$ cat config.mk
export PLATFORM = sky130hd
export DESIGN_NAME = nested_loop_counter
export DESIGN_NICKNAME = d
export VERILOG_FILES = /design/src/rtl/nested_loop_counter.sv
export SDC_FILE = /design/constraint.sdc
export NUM_CORES = 1
export LEC_CHECK = 0
export ABC_AREA = 1
export CAP_MARGIN = 5
export CORE_MARGIN = 2
export CORE_UTILIZATION = 40
export CTS_CLUSTER_SIZE = 16
export DETAILED_ROUTE_END_ITERATION = 12
export HOLD_SLACK_MARGIN = 0.05
export SYNTH_ARGS = -nofsm -noshare
export SYNTH_HDL_FRONTEND = slang
export SYNTH_SLANG_ARGS = --single-unit
$ cat constraint.sdc
create_clock -name clk -period 2.48 [get_ports clk]
set_input_delay 0.496 -clock clk [delete_from_list [all_inputs] [get_ports clk]]
set_output_delay 0.496 -clock clk [all_outputs]
set_load 0.05 [all_outputs]
$ cat src/rtl/nested_loop_counter.sv
// nested_loop_counter
//
// Multi-level loop counter that generates tile/loop indices and per-level
// wrap events for the VEGETA TPU controllers. Level 0 is the innermost loop.
// Each level counts 0..end_i inclusive, and a carry ripples outward whenever
// a level wraps. A small IDLE/RUN/DONE FSM lets a controller launch one full
// nest traversal and then wait for completion. Event outputs pass through a
// fixed-depth shift pipeline so they line up with pipelined datapaths.
//
// Optional feature (compile-time macro NESTED_LOOP_COUNTER_AUTO_RESTART_EN):
//   when defined, the final count leaves the FSM in RUN with all counters
//   wrapped to 0, so the nest repeats until load or reset. DONE is then
//   unreachable and done stays 0. When undefined, the FSM stops in DONE
//   after one traversal.
//
// Parameters:
//   NUM_LEVELS    number of nested loop levels (>= 1)
//   COUNTER_WIDTH width of each level's counter and end value
//   EVENT_LATENCY cycles from the counting cycle to wrap_event/last_event (>= 1)
//
// Ports:
//   clk         clock
//   reset       synchronous, active-high reset
//   enable      advance the count this cycle (only acts in RUN)
//   load        capture end_vals, clear counters, flush events, go to IDLE
//   end_vals    terminal value per level, level i at [i*COUNTER_WIDTH +: COUNTER_WIDTH]
//   start       begin a traversal (acts in IDLE or DONE)
//   count_vals  current index per level, same packing as end_vals
//   wrap_event  per-level wrap pulse, delayed EVENT_LATENCY cycles
//   last_event  pulse for the final count of the whole nest, delayed EVENT_LATENCY cycles
//   busy        high while in RUN
//   done        high while in DONE
//
// Control handshake: start is a single-cycle request sampled on the clock
// edge; it is honoured only in IDLE or DONE and ignored in RUN. busy rises
// the cycle after an accepted start and falls the cycle after the final
// count, when done rises. done stays high until the next start or load.
// Priority on any edge is reset > load > start > enable.

module nested_loop_counter #(
    parameter int NUM_LEVELS    = 3,
    parameter int COUNTER_WIDTH = 16,
    parameter int EVENT_LATENCY = 2
) (
    input  logic                                clk,
    input  logic                                reset,
    input  logic                                enable,
    input  logic                                load,
    input  logic [NUM_LEVELS*COUNTER_WIDTH-1:0] end_vals,
    input  logic                                start,
    output logic [NUM_LEVELS*COUNTER_WIDTH-1:0] count_vals,
    output logic [NUM_LEVELS-1:0]               wrap_event,
    output logic                                last_event,
    output logic                                busy,
    output logic                                done
);

    typedef enum logic [1:0] {
        S_IDLE = 2'd0,
        S_RUN  = 2'd1,
        S_DONE = 2'd2
    } state_t;

    // FSM state register; kept as a named enum so checkers can bind to it.
    state_t state_q;

    logic [COUNTER_WIDTH-1:0] cnt_q [NUM_LEVELS];
    logic [COUNTER_WIDTH-1:0] end_q [NUM_LEVELS];

    // carry[i] is term_(i-1): every level below i sits at its end value.
    // carry[0] is tied high so level 0 always advances on an enabled cycle.
    logic [NUM_LEVELS:0]   carry;
    logic                  advance;
    logic                  final_count;
    logic [NUM_LEVELS-1:0] raw_wrap;
    logic [NUM_LEVELS:0]   raw_ev;

    // Event pipeline: bit NUM_LEVELS carries last, the low bits carry wraps.
    logic [NUM_LEVELS:0]   ev_pipe [EVENT_LATENCY];

    always_comb begin
        carry[0] = 1'b1;
        for (int i = 0; i < NUM_LEVELS; i++) begin
            carry[i+1] = carry[i] & (cnt_q[i] == end_q[i]);
        end
    end

    assign advance     = (state_q == S_RUN) & enable;
    assign final_count = advance & carry[NUM_LEVELS];
    assign raw_wrap    = advance ? carry[NUM_LEVELS:1] : '0;
    assign raw_ev      = {raw_wrap[NUM_LEVELS-1], raw_wrap};

    // Counters and end registers. A level advances only when all inner
    // levels are at their end value; at its own end it wraps to 0, so on
    // the final count every level returns to 0 together.
    always_ff @(posedge clk) begin
        if (reset) begin
            for (int i = 0; i < NUM_LEVELS; i++) begin
                cnt_q[i] <= '0;
                end_q[i] <= '0;
            end
        end else if (load) begin
            for (int i = 0; i < NUM_LEVELS; i++) begin
                end_q[i] <= end_vals[i*COUNTER_WIDTH +: COUNTER_WIDTH];
                cnt_q[i] <= '0;
            end
        end else if (advance) begin
            for (int i = 0; i < NUM_LEVELS; i++) begin
                if (carry[i]) begin
                    if (cnt_q[i] == end_q[i]) begin
                        cnt_q[i] <= '0;
                    end else begin
                        cnt_q[i] <= cnt_q[i] + COUNTER_WIDTH'(1);
                    end
                end
            end
        end
    end

    // Control FSM with registered busy/done, updated alongside the state.
    always_ff @(posedge clk) begin
        if (reset) begin
            state_q <= S_IDLE;
            busy    <= 1'b0;
            done    <= 1'b0;
        end else if (load) begin
            state_q <= S_IDLE;
            busy    <= 1'b0;
            done    <= 1'b0;
        end else begin
            case (state_q)
                S_IDLE: begin
                    if (start) begin
                        state_q <= S_RUN;
                        busy    <= 1'b1;
                        done    <= 1'b0;
                    end
                end
                S_RUN: begin
                    if (final_count) begin
`ifdef NESTED_LOOP_COUNTER_AUTO_RESTART_EN
                        // Counters have wrapped to 0; simply keep running.
                        state_q <= S_RUN;
                        busy    <= 1'b1;
                        done    <= 1'b0;
`else
                        state_q <= S_DONE;
                        busy    <= 1'b0;
                        done    <= 1'b1;
`endif
                    end
                end
                S_DONE: begin
                    // Counters are already 0 here, so a restart needs no clear.
                    if (start) begin
                        state_q <= S_RUN;
                        busy    <= 1'b1;
                        done    <= 1'b0;
                    end
                end
                default: begin
                    state_q <= S_IDLE;
                    busy    <= 1'b0;
                    done    <= 1'b0;
                end
            endcase
        end
    end

    // Event delay line. It shifts every cycle regardless of enable, so an
    // event raised in cycle t is visible for exactly cycle t+EVENT_LATENCY.
    // load discards anything in flight.
    always_ff @(posedge clk) begin
        if (reset || load) begin
            for (int k = 0; k < EVENT_LATENCY; k++) begin
                ev_pipe[k] <= '0;
            end
        end else begin
            ev_pipe[0] <= raw_ev;
            for (int k = 1; k < EVENT_LATENCY; k++) begin
                ev_pipe[k] <= ev_pipe[k-1];
            end
        end
    end

    assign wrap_event = ev_pipe[EVENT_LATENCY-1][NUM_LEVELS-1:0];
    assign last_event = ev_pipe[EVENT_LATENCY-1][NUM_LEVELS];

    genvar g;
    generate
        for (g = 0; g < NUM_LEVELS; g++) begin : g_pack
            assign count_vals[g*COUNTER_WIDTH +: COUNTER_WIDTH] = cnt_q[g];
        end
    endgenerate

endmodule

==> run summary, run 1 <==
The final layout contains routed wiring with a total length of 11.9 mm. 0 antenna diodes ended up in the layout. STA puts the critical path data arrival time at 1.73 ns.

The initial cell density of the core is 41.3%. The data required time of the critical path is 1.98 ns, and the initial antenna violation count is 0. The maximum fanout count along the critical path is 9. In this run, the combinational gates consume 13.7% of the power.

Grouping stages by cell kind, the critical path spends the most delay in buffers and inverters. The instance area at placement came out at 0.00708 mm². The flow ran to the end, and the final reports show no timing, DRC or antenna violations. The setup check on the worst reg-to-reg path leaves a slack of 0.37 ns. The number of synthesized register bits was 106; the number of max-slew violations in the final report was 0.

The mapped netlist covers 0.00577 mm². The H-tree was split into 3 levels. Across every metal layer, demand over resource in global routing totals 16.5%. A synthesized cell averages 8.19 µm². The sequential-to-total area share from yosys stat was 53.4%; the total number of yosys warnings was 0. In this run the critical register-to-register path is captured at cnt_q[2][14]. After layout, the worst path uses 89.9% of the clock period.

The buffers plus inverters on the worst setup path was 1; the combined flip-flop and latch cell area was 0.00308 mm². Summed over all cells, the static leakage comes to 3.27 nW. The largest single stage delay on the critical path is 0.86 ns. The setup path with the least slack is of type reg2out. The timing-limited maximum frequency is 448 MHz. For this run, design rule violations remaining after detail routing come to 0. Counting the fill cells in the layout gives 1,316. The maximum vdd ir drop is 0.000372 V, and the final weighted congestion in routability-driven placement is 0.785.

For the number of nets still failing antenna checks after routing, the log shows 0. The number of hold violations in the final report came out at 0. The total number of placement rows is 43. For the final routed database, the setup TNS stands at 0 ns.

Internal power comes to 3.07 mW. In the routed layout, each cell is associated on average with a via count of 4.48. The summed area of non-filler cells in the final layout is 0.00738 mm². The tools report the first-pass iteration count of the detailed router as 4. The post-CTS resize count came out at 0. The worst slew slack as a fraction of its limit is 63.7%, and the slew at the pin closest to its max-slew limit is 0.543 ns. Global routing finished with a remaining overflow of 0.

Setup repair after global routing left no endpoint under its margin. The biggest area contributor in the post-synthesis netlist is edfxtp_1. The critical path goes through clkdlybuf4s50_1. The cell sitting at the root of the clock tree is a clkbuf_16. The relative area change from synthesis to final layout was 27.8%. The clock transition at the registers of the reported paths is 0.07 ns, and the ratio of total power to cell area is 562 mW/mm². The tree built by TritonCTS fans out to 106 sinks. After detailed routing, the average wire length per cell comes to 11.9 µm.

The distinct cell type count of the synthesized netlist was 35. The width of the die is 124 µm, and the count of cells along the worst register-to-register path is 12. The switching portion of total power works out to 26.0%. Post-CTS timing repair inserted 0 buffers for setup. The longest clock path from root to sink contains 2 buffers. Entering global routing, the biggest net connects 47 pins.

The total CTS buffers was 9. The cell count after synthesis came out at 705. Clock latency on the worst-skew pair: 0.35 ns. The core region is 0.0140 mm². The detailed router finished its first iteration with 261 violations.

Overall power consumption after layout is estimated at 4.14 mW. The number of stages on the worst hold path is 2, and the count of buffers from port buffering is 106. The startpoint identified for the worst hold timing path is ev_pipe[0][2].

Buffers inserted to repair hold after CTS numbered 0. The min-delay analysis places its worst path in the category reg2reg. The type of element launching the critical path was a flip-flop. For this design the top-level I/O count stands at 107. Of the cells placed in the final design, the portion with a size suffix greater than 1 is 8.38%.

The synthesized netlist net count is 761, and the chip height is 124 µm. The final critical path time including I/O delays and setup is 2.23 ns. The via count of the first global-routing pass was 4,255.

TritonCTS built the clock tree. The path length in cells of the critical path came out at 1. In the final layout, the multi-input gates occupy 0.00203 mm². Detailed placement ended at an HPWL of 8.76 mm. Between clock sinks in the finished design, the worst skew comes to 0.00717 ns. STA classifies the critical path endpoint as an output pin. The start of the worst register-to-register path was cnt_q[2][0]. Sorting the synthesized cells by area gives the leading types as edfxtp_1 (50%), nand2_1 (12%), inv_1 (9.8%), nor2_1 (8.8%), dfxtp_1 (3.5%). The detailed router placed 4,498 vias in this run.

The portion of synthesized cell area occupied by the leading cell type is 50.0%, and the post-layout net count is 874. The full die area came out at 0.0154 mm². Max-cap violations in this run came to 0.

For hold timing, the worst endpoint is ev_pipe[0][6]. On the critical path, the stage with the largest delay is an instance of clkdlybuf4s50_1. The run gives 0 as the setup violation total in the final timing report. The sequential share of power is 51.6%. In this run the power spent charging and discharging nets is 1.08 mW. Of the total power, the clock network draws 34.7%. The first global-routing pass estimated 19.6 mm of wire.
-- stage by stage --
stage | hold slack, ns | instances | worst slack, ns | util, %
global route | 0.443 | 1003 | 0.0801 | 52.7
detailed placement | 0.402 | 987 | 0.222 | 50.6
finish | 0.409 | 1003 | 0.250 | 52.7
global placement | 0.405 | 987 | 0.286 | 50.6
floorplan | 0.394 | 705 | 0.128 | -
CTS | 0.412 | 1003 | 0.222 | 52.7
-- cells by family (layout without fill, tap and decap cells) --
logic type,after synthesis,after routing,share of synthesized area (%)
adder cells (fa/ha/maj),3,3,0.651
AO/OA/AOI/OAI,21,21,2.08
AND/OR/NAND/NOR,390,390,29.9
buffers and inverters,169,287,11.5
XOR/XNOR,16,16,2.43
flip-flops,106,106,53.4
-- worst min-delay path: stages, from the launching register on --
cell     delay [ns]
dfxtp_1        0.30
inv_1          0.04
nor2_1         0.03
-- state kept, by name, indices dropped and copies added, names as in the netlist --
| register | cells |
|---|---|
| cnt_q | 48 |
| end_q | 48 |
| ev_pipe | 6 |
| state_q | 2 |
| busy | 1 |
| done | 1 |
-- how the worst max path moves through the flow --
stage                 startpoint        endpoint  slack (ns)
global route         cnt_q[2][0]    cnt_q[2][14]        0.08
global placement            load     cnt_q[2][6]        0.29
detailed placement          load    cnt_q[1][11]        0.22
finish              cnt_q[1][13]  count_vals[29]        0.25
CTS                 cnt_q[1][13]  count_vals[29]        0.22
floorplan            cnt_q[2][0]    cnt_q[2][14]        0.13
-- final cells by class --
cell class | count | area share (%)
multi-input combinational | 430 | 27.5
sequential | 106 | 41.8
clock buffer | 9 | 3.05
clock inverter | 7 | 0.933
timing repair buffer | 114 | 15.7
inverter | 157 | 7.99
tap | 180 | 3.05
-- routing by layer --
metal	wire length (µm)	track usage, %	part of all wire [%]	up-vias
met3	649	5.22	5.4	7
met4	114	3.79	0.96	0
met1	5460	21.0	46	2020
met2	5710	27.6	48	90
li1	-	-	-	2381
met5	0	0	0	-
-- cell usage after synthesis --
library cell  count
nand2_1         182
inv_1           150
nor2_1          136
edfxtp_1         96
nor2_2           16
xor2_1           16
nand3_1          14
a21oi_1          12
dfxtp_1          10
nor3_1           10
inv_2             7
nor3b_1           7
nor3_2            5
nor3b_2           5
clkbuf_1          4
nand4_1           4
a31oi_1           3
buf_4             3
ha_1              3
o21ai_0           3
buf_2             2
buf_6             2
nand2_2           2
nor4_1            2
a211oi_1          1
a21oi_2           1
buf_1             1
nand2_4           1
nand3_2           1
nand4_4           1
nor2_4            1
nor3_4            1
nor4_4            1
o211a_1           1
or2_2             1
-- power by group through the flow --
stage | combinational, mW | sequential (mW) | clock [mW]
after global routing | 0.632 | 2.16 | 1.54
after detailed placement | 0.572 | 2.18 | 0
after CTS | 0.575 | 2.14 | 1.48
after floorplan | 0.229 | 2.28 | 0
after global placement | 0.564 | 2.18 | 0
final | 0.567 | 2.14 | 1.44
-- layout by cell type (no fill, tap or decap), types with 8 or more instances in the layout --
| cell type | n |
|---|---|
| clkbuf_16 | 9 |
| a21oi_1 | 12 |
| dfxtp_1 | 10 |
| inv_1 | 149 |
| nor2_1 | 136 |
| clkdlybuf4s50_1 | 106 |
| inv_2 | 8 |
| nand2_1 | 181 |
| xor2_1 | 16 |
| edfxtp_1 | 96 |
| nor3_1 | 10 |
| nand3_1 | 14 |
| nor2_2 | 16 |
No activity file was read; power rests on OpenSTA's default activity.
==> run 2: changes to the inputs <==
--- a/config.mk
+++ b/config.mk
@@ -9,6 +9,7 @@
 export CAP_MARGIN = 5
 export CORE_MARGIN = 2
 export CORE_UTILIZATION = 40
+export CTS_BUF_LIST = sky130_fd_sc_hd__clkbuf_16
 export CTS_CLUSTER_SIZE = 16
 export DETAILED_ROUTE_END_ITERATION = 12
 export HOLD_SLACK_MARGIN = 0.05
==> results of run 2 <==
Final layout, timing and power as in run 1 (identical DEF).
==> run 3: changes to the inputs <==
--- a/config.mk
+++ b/config.mk
@@ -9,7 +9,6 @@
 export CAP_MARGIN = 5
 export CORE_MARGIN = 2
 export CORE_UTILIZATION = 40
-export CTS_BUF_LIST = sky130_fd_sc_hd__clkbuf_16
 export CTS_CLUSTER_SIZE = 16
 export DETAILED_ROUTE_END_ITERATION = 12
 export HOLD_SLACK_MARGIN = 0.05
==> results of run 3 <==
Final layout, timing and power as in run 1 (identical DEF).
